==> src/rtl/alu_wide_pkg.sv <==
// alu_wide_pkg: opcode, flag-index and flag-mode encodings plus flag helpers for alu_wide.
// Define ALU_WIDE_SHL_EN to enable the SL/RL shift opcodes.
package alu_wide_pkg;
  typedef enum logic [4:0] {
    ALU_ADD, ALU_ADC, ALU_SUB, ALU_SBC, ALU_AND, ALU_XOR, ALU_OR, ALU_CP,
    ALU_INC, ALU_DEC, ALU_SL, ALU_RL, ALU_PASS0, ALU_PASS1, ALU_SWAP
  } alu_op_e;
  typedef enum int {FLAG_C, FLAG_H, FLAG_N, FLAG_Z} flag_idx_e;
  typedef enum logic {ALU_FLAGMODE_FULL, ALU_FLAGMODE_ADDR} flag_mode_e;
  function automatic logic is_shl(input logic [4:0] op);
`ifdef ALU_WIDE_SHL_EN
    return op == ALU_SL || op == ALU_RL;
`else
    return 1'b0;
`endif
  endfunction
  function automatic logic is_sub(input logic [4:0] op);
    return op == ALU_SUB || op == ALU_SBC || op == ALU_DEC;
  endfunction
  function automatic logic is_arith(input logic [4:0] op);
    return is_sub(op) || op == ALU_ADD || op == ALU_ADC || op == ALU_INC;
  endfunction
  function automatic logic [3:0] znhc(input logic z, n, h, c);
    logic [3:0] f;
    f[FLAG_Z] = z;
    f[FLAG_N] = n;
    f[FLAG_H] = h;
    f[FLAG_C] = c;
    return f;
  endfunction
  // Final flags once the last slice is known; fin is the flags word latched at start.
  function automatic logic [3:0] wide_flags(input logic [4:0] op, input logic mode,
                                            input logic [3:0] fin, input logic z, h, c);
    logic addr;
    addr = mode == ALU_FLAGMODE_ADDR;
    if (is_shl(op)) return znhc(z, 1'b0, 1'b0, c);
    case (op)
      ALU_ADD, ALU_ADC: return znhc(addr ? fin[FLAG_Z] : z, 1'b0, h, c);
      ALU_SUB, ALU_SBC: return znhc(z, 1'b1, h, c);
      ALU_INC, ALU_DEC: return addr ? fin : znhc(z, op == ALU_DEC, h, fin[FLAG_C]);
      ALU_AND: return znhc(z, 1'b0, 1'b1, 1'b0);
      ALU_OR, ALU_XOR: return znhc(z, 1'b0, 1'b0, 1'b0);
      default: return fin;
    endcase
  endfunction
endpackage

==> src/rtl/alu_wide_slice.sv <==
// alu_slice: combinational 8-bit slice of alu_wide; a is the first operand byte, b the second.
module alu_slice
  import alu_wide_pkg::*;
(
  input  logic [4:0] op,
  input  logic [7:0] a,
  input  logic [7:0] b,
  input  logic       cin,
  output logic [7:0] res,
  output logic       cout,
  output logic       hc
);
  logic sub, arith;
  logic [7:0] bb;
  logic [8:0] s9;
  logic [4:0] h5;
  always_comb begin
    sub = is_sub(op);
    arith = is_arith(op);
    bb = (op == ALU_INC || op == ALU_DEC) ? 8'h00 : b;
    s9 = sub ? {1'b0, a} - {1'b0, bb} - {8'b0, cin} : {1'b0, a} + {1'b0, bb} + {8'b0, cin};
    h5 = sub ? {1'b0, a[3:0]} - {1'b0, bb[3:0]} - {4'b0, cin}
             : {1'b0, a[3:0]} + {1'b0, bb[3:0]} + {4'b0, cin};
    res = arith ? s9[7:0] :
          op == ALU_AND ? a & b :
          op == ALU_OR ? a | b :
          op == ALU_XOR ? a ^ b :
          is_shl(op) ? {a[6:0], cin} :
          op == ALU_PASS1 ? a : b;
    cout = arith ? s9[8] : is_shl(op) & a[7];
    hc = arith & h5[4];
  end
endmodule

==> src/rtl/alu_wide.sv <==
// alu_wide: multi-cycle WIDTH-bit ALU, one byte slice per clock LSB first, ZNHC flags.
// Define ALU_WIDE_SHL_EN to add the SL/RL shift opcodes.
module alu_wide
  import alu_wide_pkg::*;
#(
  parameter int WIDTH = 16,
  localparam int NSLICE = WIDTH / 8
) (
  input  logic             clock,
  input  logic             reset_n,
  input  logic             alu_start,
  output logic             alu_ready,
  output logic             alu_done,
  input  logic [4:0]       alu_op,
  input  logic             alu_flag_mode,
  input  logic [WIDTH-1:0] alu_data0_in,
  input  logic [WIDTH-1:0] alu_data1_in,
  input  logic [3:0]       alu_flags_in,
  output logic [WIDTH-1:0] alu_data_out,
  output logic [3:0]       alu_flags_out
);
  localparam int IW = NSLICE > 1 ? $clog2(NSLICE) : 1;
  typedef enum logic [1:0] {IDLE, RUN, DONE} state_e;
  state_e state_q, state_d;
  logic [IW-1:0] idx_q, idx_d;
  logic carry_q, carry_d, zero_q, zero_d, mode_q, mode_d;
  logic [4:0] op_q, op_d;
  logic [WIDTH-1:0] a_q, a_d, b_q, b_d, res_q, res_d, data_q, data_d;
  logic [3:0] fin_q, fin_d, flags_q, flags_d;
  logic [7:0] s_res;
  logic s_cout, s_hc, z;
  alu_slice u_slice (
    .op  (op_q),
    .a   (a_q[{idx_q, 3'b000} +: 8]),
    .b   (b_q[{idx_q, 3'b000} +: 8]),
    .cin (carry_q),
    .res (s_res),
    .cout(s_cout),
    .hc  (s_hc)
  );
  assign alu_ready = state_q != RUN;
  assign alu_done = state_q == DONE;
  assign alu_data_out = data_q;
  assign alu_flags_out = flags_q;
  always_comb begin
    state_d = state_q;
    idx_d = idx_q;
    carry_d = carry_q;
    zero_d = zero_q;
    mode_d = mode_q;
    op_d = op_q;
    a_d = a_q;
    b_d = b_q;
    res_d = res_q;
    data_d = data_q;
    fin_d = fin_q;
    flags_d = flags_q;
    z = zero_q & (s_res == 8'h00);
    if (alu_start && state_q != RUN) begin
      state_d = RUN;
      idx_d = '0;
      zero_d = 1'b1;
      op_d = alu_op;
      mode_d = alu_flag_mode;
      a_d = alu_data1_in;
      b_d = alu_data0_in;
      fin_d = alu_flags_in;
      carry_d = (alu_op == ALU_ADC || alu_op == ALU_SBC || (is_shl(alu_op) && alu_op == ALU_RL))
                ? alu_flags_in[FLAG_C] : (alu_op == ALU_INC || alu_op == ALU_DEC);
    end else if (state_q == DONE) begin
      state_d = IDLE;
    end
    if (state_q == RUN) begin
      res_d[{idx_q, 3'b000} +: 8] = s_res;
      carry_d = s_cout;
      zero_d = z;
      idx_d = idx_q + 1'b1;
      if (idx_q == IW'(NSLICE - 1)) begin
        state_d = DONE;
        data_d = res_d;
        flags_d = wide_flags(op_q, mode_q, fin_q, z, s_hc, s_cout);
      end
    end
  end
  always_ff @(posedge clock or negedge reset_n) begin
    if (!reset_n) begin
      state_q <= IDLE;
      idx_q <= '0;
      carry_q <= 1'b0;
      zero_q <= 1'b0;
      mode_q <= 1'b0;
      op_q <= '0;
      a_q <= '0;
      b_q <= '0;
      res_q <= '0;
      data_q <= '0;
      fin_q <= '0;
      flags_q <= '0;
    end else begin
      state_q <= state_d;
      idx_q <= idx_d;
      carry_q <= carry_d;
      zero_q <= zero_d;
      mode_q <= mode_d;
      op_q <= op_d;
      a_q <= a_d;
      b_q <= b_d;
      res_q <= res_d;
      data_q <= data_d;
      fin_q <= fin_d;
      flags_q <= flags_d;
    end
  end
endmodule

==> config.mk <==
export PLATFORM = sky130hd
export DESIGN_NAME = alu_wide
export DESIGN_NICKNAME = d
export VERILOG_FILES = /design/src/rtl/alu_wide_pkg.sv /design/src/rtl/alu_wide_slice.sv /design/src/rtl/alu_wide.sv
export SDC_FILE = /design/constraint.sdc
export NUM_CORES = 1
export LEC_CHECK = 0
export ABC_CLOCK_PERIOD_IN_PS = 4450
export BUFFER_PORTS_ARGS = -buffer_cell sky130_fd_sc_hd__buf_2
export CAP_MARGIN = 20
export CORE_ASPECT_RATIO = 0.8
export CORE_MARGIN = 4
export CORE_UTILIZATION = 37
export DETAILED_ROUTE_END_ITERATION = 8
export PLACE_DENSITY_LB_ADDON = 0.2
export SETUP_SLACK_MARGIN = 0.1
export SLEW_MARGIN = 0
export SYNTH_ARGS = -nofsm -noshare
export SYNTH_HDL_FRONTEND = slang
export SYNTH_SLANG_ARGS = --single-unit
==> constraint.sdc <==
create_clock -name clock -period 4.45 [get_ports clock]
set_input_delay 0.6675 -clock clock [delete_from_list [all_inputs] [get_ports clock]]
set_output_delay 0.6675 -clock clock [all_outputs]
set_load 0.01 [all_outputs]
Word level (Yosys, flattened, before mapping) --
Index checks and enable logic that the tools add are counted.
Word-level totals: register bits after elaboration 83, input port bits 45, output and inout bits 22, word-level logic and storage cells 88
Cells by class: bitwise gates (word level) 5, shifts and indexed selects 4, add/subtract/negate cells 10, muxes and demuxes 24, equality and inequality tests 16, reduce and logical (&&, ||, !) cells 17
Operator list (count):
- $mux W8 | 6
- $shiftx A16 B5 Y8 | 2
- $eq A5 B4 Y1 const B | 5
- $pmux W4 S5 | 1
- $bwmux W16 | 1
- $shift A8 B6 Y16 const A | 1
- $shiftx A8 B6 Y16 | 1
- $eq A5 B2 Y1 const B | 3
- $eq A5 B3 Y1 const B | 3
- $eq A5 B1 Y1 const B | 2
- $add A8 B8 Y9 | 1
- $add A9 B1 Y9 | 1
- $mux W1 | 9
- $mux W9 | 1
- $sub A8 B8 Y9 | 1
- $sub A9 B1 Y9 | 1
- $and A8 B8 Y8 | 1
- $logic_not A8 Y1 | 1
- $logic_or A1 B1 Y1 | 8
- $mux W2 | 4
- $or A8 B8 Y8 | 1
- $reduce_or A2 Y1 | 4
- $xor A8 B8 Y8 | 1
- $neg A4 Y6 | 1
- other kinds (15) | 16

Longest topological paths before layout --
Gate-level depths: netlist of the first run.
word-level depth 11, mapped depth 16, depth with buffers taken out 13

Hierarchy --
From an unflattened synthesis of the first run, not the netlist that was laid out.
Unflattened totals: cell total of the unflattened synthesis 489, area total of the unflattened synthesis 5012.3 µm²
By module, submodules not included:
- alu_wide | times used 1, cells an instance 256, sequential area each 1876.8 µm², area each 3231.8 µm²
- alu_slice | times used 1, cells an instance 233, sequential area each 0.0 µm², area each 1780.5 µm²

Worst setup path before layout of the first run --
Ideal clock, no wire load.
kind flip-flop to flip-flop, start reg op_q[1], end reg flags_q[3] (netlist: alu_flags_out[3]), path slack 1.024 ns, buffers on the path 3, data required time 4.322 ns, library setup time 0.128 ns, data arrival time 3.298 ns, cell stages (with the launch flop) 16, period minus slack after synthesis 3.426 ns, path through dfrtp_1 > buf_4 > buf_2 > nor3_1 > and2_1 > clkbuf_1 > nand2b_1 > inv_1 > ha_1 > a211oi_1 > o31ai_1 > a31o_2 > a311o_1 > a211o_1 > nand4_1 > o21ai_0
Between the ends: longest elaborated chain between the ends 11, elaborated cells on any way between the ends 36, those cells by class add/sub: 4; eq/ne: 9; mux: 10; bitwise: 1; reduce/logical: 12
RTL lines:
- start: declaration | RTL line alu_wide.sv:27 | logic [4:0] op_q, op_d;
- start signal: assignment | RTL line alu_wide.sv:105 | op_q <= op_d;
- $eq A5 B4 Y1, or another cell as far along | RTL line alu_wide_pkg.sv:21, alu_wide_pkg.sv:37, alu_wide_slice.sv:20
- $logic_or A1 B1 Y1, on equally long branches | RTL line alu_wide_slice.sv:20, alu_wide_pkg.sv:18
- $mux W8 / $logic_or A1 B1 Y1 (equally long branches) | RTL line alu_wide_slice.sv:20, alu_wide_pkg.sv:18
- $add A8 B8 Y9, or another cell as far along | RTL line alu_wide_slice.sv:21 | s9 = sub ? {1'b0, a} - {1'b0, bb} - {8'b0, cin} : {1'b0, a} + {1'b0, bb} + {8'b0, cin};
- $add A9 B1 Y9, or another cell as far along | RTL line alu_wide_slice.sv:21
- $mux W9 / $logic_or A1 B1 Y1 (equally long branches) | RTL line alu_wide_slice.sv:21, alu_wide_pkg.sv:21
- $mux W8 | RTL line alu_wide_slice.sv:24 | res = arith ? s9[7:0] :
- $logic_not A8 Y1 | RTL line alu_wide.sv:58 | z = zero_q & (s_res == 8'h00);
- $and A1 B1 Y1 | RTL line alu_wide.sv:58
- $mux W4 / $mux W1 (equally long branches) | RTL line alu_wide_pkg.sv:40, alu_wide_pkg.sv:38
- $pmux W4 S5 * | RTL line alu_wide_pkg.sv:37 | case (op)
- end signal: assignment | RTL line alu_wide.sv:111 | flags_q <= flags_d;
- end: declaration | RTL line alu_wide.sv:29 | logic [3:0] fin_q, fin_d, flags_q, flags_d;
Mark *: on every way between the ends. The rest lies on a longest branch, timed or not. A chain may end at the register's enable or synchronous reset.

Final worst setup path of the first run --
start reg op_q[4], end reg flags_q[0] (netlist: alu_flags_out[0])
Between the ends: longest elaborated chain between the ends 8, elaborated cells on any way between the ends 27, those cells by class add/sub: 4; eq/ne: 8; mux: 4; reduce/logical: 11
RTL lines:
- $eq A5 B4 Y1, or another cell as far along | RTL line alu_wide_pkg.sv:21, alu_wide_pkg.sv:37, alu_wide_slice.sv:20
- $logic_or A1 B1 Y1, on equally long branches | RTL line alu_wide_slice.sv:20, alu_wide_pkg.sv:18
- $mux W8 / $logic_or A1 B1 Y1 (equally long branches) | RTL line alu_wide_slice.sv:20, alu_wide_pkg.sv:18
- $add A8 B8 Y9, or another cell as far along | RTL line alu_wide_slice.sv:21
- $add A9 B1 Y9, or another cell as far along | RTL line alu_wide_slice.sv:21
- $mux W9 / $logic_or A1 B1 Y1 (equally long branches) | RTL line alu_wide_slice.sv:21, alu_wide_pkg.sv:21
- $mux W1 | RTL line alu_wide_slice.sv:30 | cout = arith ? s9[8] : is_shl(op) & a[7];
- $pmux W4 S5 * | RTL line alu_wide_pkg.sv:37
Marks and branches as above.

==> results of run 1 <==
[area by class of cell]
cell class                      count  area share (%)
Clock buffer                       10            4.02
Clock inverter                      6            1.58
Inverter                           35            2.31
Multi-Input combinational cell    367            48.1
Sequential cell                    75            32.9
Tap cell                          175            3.84
Timing Repair Buffer               74            7.24
[how the worst max path moves through the flow]
| stage | startpoint | end | slack [ns] | cells past startpoint |
|---|---|---|---|---|
| floorplan | op_q[1] | alu_flags_out[3] | 1.02 | 15 |
| global placement | op_q[4] | alu_flags_out[0] | 0.83 | 12 |
| detailed placement | op_q[4] | alu_flags_out[0] | 0.68 | 12 |
| CTS | op_q[4] | alu_flags_out[0] | 0.67 | 12 |
| global route | op_q[4] | alu_flags_out[0] | 0.38 | 12 |
| finish | op_q[4] | alu_flags_out[0] | 0.58 | 12 |
[synth_stat cells, types with 3 or more instances]
| cell type | count |
|---|---|
| o21ai_0 | 24 |
| nand2b_1 | 7 |
| a21oi_1 | 26 |
| nor2b_1 | 7 |
| nand2_1 | 62 |
| and2_1 | 4 |
| nor3_1 | 8 |
| buf_2 | 13 |
| mux2_2 | 48 |
| nand4_1 | 4 |
| o22ai_1 | 9 |
| a211oi_1 | 4 |
| nor2_1 | 28 |
| mux2i_1 | 18 |
| ha_1 | 35 |
| nor2_2 | 3 |
| dfrtp_1 | 75 |
| xnor2_1 | 8 |
| a31oi_1 | 5 |
| a211o_1 | 3 |
| fa_1 | 4 |
| a21o_1 | 4 |
| clkbuf_1 | 8 |
| o21a_1 | 4 |
| inv_1 | 34 |
| nor4_1 | 3 |
| o31ai_1 | 7 |
[state kept, by name, summed over array words and instances (netlist names)]
signal         flops
a_q               16
zero_q             1
res_q              8
alu_flags_out      4
b_q               16
fin_q              4
state_q            2
idx_q              1
carry_q            1
alu_data_out      16
op_q               5
mode_q             1
[stage by stage]
stage	hold slack [ns]	util, %	instance area [um2]
finish	0.256	44.3	5700
global route	0.285	44.3	5700
CTS	0.468	44.1	5670
detailed placement	0.458	41.6	5350
global placement	0.456	41.6	5350
floorplan	0.372	-	4880
[layer usage]
metal	wire length (um)	global-route usage, %	share of wire (%)	vias to the layer above
met2	5590	26.3	44	103
met4	201	5.31	1.6	0
met1	6240	25.6	49	1893
li1	-	-	-	1884
met5	0	0	0	-
met3	702	3.90	5.5	14
[cell families (layout without fill, tap and decap cells)]
group           after synthesis  after routing  share of synthesized area [%]
mux                          67             67                           15.0
xor+xnor                     10             10                           1.79
fa+ha+maj                    39             39                           10.6
compound gates              112            112                           15.2
flops                        75             75                           38.4
simple gates                139            139                           13.5
buf+inv                      61            125                           5.48
[critical path: stages (launching register included)]
cell,delay [ns]
dfrtp_1,0.70
nor3_1,0.14
and2_1,0.32
nor2_1,0.28
fa_1,0.23
inv_1,0.07
fa_1,0.38
nand2b_1,0.18
a2111oi_0,0.60
o31ai_1,0.21
xnor2_1,0.16
o21ai_0,0.27
o221ai_1,0.17
==> impl_metrics.ini, run 1 <==
[floorplanning]
rows = 37
fp.coreArea_um2 = 12900
die-height_um = 111
initial_core_util_pct = 38.0
die_area_um2 = 15100
die_w_um = 136
io_pins = 67

[timing]
rsz0062_at_grt = false
finalHoldViolCount = 0
worst_pin_slew_ns = 0.982
slew-limit-headroom_pct = 33.6
fmax_ghz = 0.258
tns_ns = 0
drv_slew = 0
worst_slack_ns = 0.581
finalCritPeriodShare_pct = 86.9
setup_violations = 0
fin_skew_ns = 0.0104
layout_min_cycle_time_ns = 3.87

[global_routing]
antenna_found_initial = 0
grt_pass1_wl_mm = 21.1
grt_usage_pct = 17.7
grt_max_degree = 76
grt_overflow = 0
grt_pass1_vias = 4061

[cts]
cts-resized-gates = 0
cts_sinks = 75
postCtsHoldBufs = 0
cts.path.max_buffers = 2
cts_made_buffers = 9
clock_latency_ns = 0.35
clockRootBuffer = clkbuf_16
cts_tree = done
postCtsSetupBuffers = 0
htreeDepth = 3
path_clk_slew_ns = 0.06

[synthesis]
synthArstFlopShare_pct = 100
ys_types = 62
syn_inst = 503
ys_ff_latch = 75
synth.area.top_cells = dfrtp_1 (38%), mux2_2 (11%), ha_1 (9.0%)
synth_warnings = 0
syn_nets = 587
synth_edf_count = 0
yosys.area.top_type_share_pct = 38.4
ys_seq_area_share_pct = 38.4
synth_ff_type = dfrtp_1
synth_top_cell_by_area = dfrtp_1
syn_area_um2 = 4880
syn_avg_cell_area_um2 = 9.71

[layout]
stdcell_count = 742
n_antenna_cell = 0
final_cell_mix = dfrtp_1 (75), buf_2 (65), nand2_1 (62)
multi_input_area_um2 = 2740
num-fill-cells = 1323
final_nets = 646
register_area_um2 = 1880
area.growth.synth_to_final_pct = 16.7
drive_above_1_share_pct = 25.9
final_common_cell = dfrtp_1

[placed_design]
dp_slack_ns = 0.676
gp_congestion = 0.904
hpwl_mm = 9.65
placed_cells = 725
port_buffers = 66

[detailed_routing]
ant_nets = 0
drc = 0
dr.first_iter.drc_count = 287
wl_per_cell_um = 17.2
viasPerCell = 5.25
drt-total-wl_mm = 12.7
drt_pass1_iterations = 5
vias = 3894

[flow_run]
maxCapViolations = 0

[worst_hold_path]
min_path_type = primary input to async pin

[critical_path]
r2r_start = op_q[4]
worstReg2RegEnd = alu_flags_out[0]
worstSetupPathType = register to register
end_kind = register
critPathRequiredTime_ns = 4.65
arrival_ns = 4.06
start_kind = register
r2r_cells = 12
r2r_slack_ns = 0.58
critPathMaxFanout = 16

[run_status]
status = finished, final reports clean
Power of run 1 is left out: the tool's default activity adds up to more than one toggle a clock period on the data nets, which glitch-free logic cannot reach.
==> inputs of run 2 (changes only) <==
- PLACE_DENSITY: unset -> 0.61
- PLACE_DENSITY_LB_ADDON: 0.2 -> unset
==> impl_metrics.ini, run 2 (same netlist as run 1, synthesis figures left out) <==
[cts]
postCtsSetupBuffers = 0
path_clk_slew_ns = 0.06
cts-resized-gates = 0
cts.path.max_buffers = 2
cts_tree = done
postCtsHoldBufs = 0
cts_sinks = 75
cts_made_buffers = 9
htreeDepth = 3
clockRootBuffer = clkbuf_16
clock_latency_ns = 0.34

[run_status]
status = finished, final reports clean

[global_routing]
grt_pass1_wl_mm = 20.6
grt_pass1_vias = 3791
grt_overflow = 0
antenna_found_initial = 0
grt_max_degree = 76
grt_usage_pct = 17.2

[timing]
fmax_ghz = 0.255
slew-limit-headroom_pct = 27.1
fin_skew_ns = 0.00618
rsz0062_at_grt = false
worst_pin_slew_ns = 1.08
tns_ns = 0
drv_slew = 0
finalHoldViolCount = 0
layout_min_cycle_time_ns = 3.92
finalCritPeriodShare_pct = 88.0
setup_violations = 0

[detailed_routing]
ant_nets = 0
dr.first_iter.drc_count = 355
vias = 3954
drt-total-wl_mm = 12.8
wl_per_cell_um = 17.3
drt_pass1_iterations = 5
drc = 0
viasPerCell = 5.35

[layout]
n_antenna_cell = 0
final_common_cell = dfrtp_1
area.growth.synth_to_final_pct = 16.4
final_nets = 643
drive_above_1_share_pct = 25.9
final_cell_mix = dfrtp_1 (75), buf_2 (65), nand2_1 (61)

[critical_path]
critPathRequiredTime_ns = 4.66
end_kind = register
r2r_start = op_q[4]
critPathMaxFanout = 16
arrival_ns = 4.13
worstSetupPathType = register to register
start_kind = register
crit_start = op_q[4]

[floorplanning]
die-height_um = 111
fp.coreArea_um2 = 12900
rows = 37
initial_core_util_pct = 38.0
io_pins = 67
die_area_um2 = 15100
die_w_um = 136

[placed_design]
hpwl_mm = 9.53
port_buffers = 66
gp_congestion = 0.879

[flow_run]
maxCapViolations = 0

[worst_hold_path]
min_path_type = primary input to async pin
==> run 2: per-layer routing <==
layer	vias to the layer above	wire [um]	track usage [%]
li1	1887	-	-
met1	1924	6140	25.6
met2	126	5530	24.6
met3	17	876	4.40
met4	0	232	4.97
met5	-	0	0
==> run 2: through the flow <==
stage	instances	util [%]	instance area (um2)	hold WS [ns]	setup slack, ns
final	739	44.2	5690	0.462	0.533
after global routing	739	44.2	5690	0.492	0.285
after CTS	739	44.2	5690	0.472	0.627
after detailed placement	723	41.5	5340	0.457	0.674
after global placement	723	41.5	5340	0.453	0.805
after floorplan	503	-	4880	0.372	1.02
==> run 2: layout make-up <==
class                   count  area (um2)
repair buffers             71         370
multi-input cells         367        2740
clock buffers               9         225
inverters                  35         131
fillers                  1326        7180
well taps                 175         219
flip-flops and latches     75        1880
clock inverters             7         121
==> run 2: final timing paths <==
| path | to | slack, ns | depth (start not counted) |
|---|---|---|---|
| min in group clock | alu_data_out[1] | 0.47 | 2 |
| worst max-delay path | zero_q | 0.53 | 12 |
| worst max register to register | zero_q | 0.53 | 12 |
| max in group asynchronous | a_q[2] | 3.35 | 1 |
| worst min register to register | alu_data_out[1] | 0.47 | 2 |
| worst min-delay path | alu_data_out[2] | 0.46 | 1 |
==> run 2: critical path: stages, from the launching register on <==
cell and delay [ns]:
dfrtp_1 0.57, nor3_1 0.27, and2_1 0.47, nand2b_1 0.31
inv_1 0.08, ha_1 0.30, a211oi_1 0.44, o31ai_1 0.21
a31o_2 0.31, a311o_1 0.32, a211o_1 0.31, nand4_1 0.11
o21ai_0 0.09
Power of run 2 is left out for the same reason.
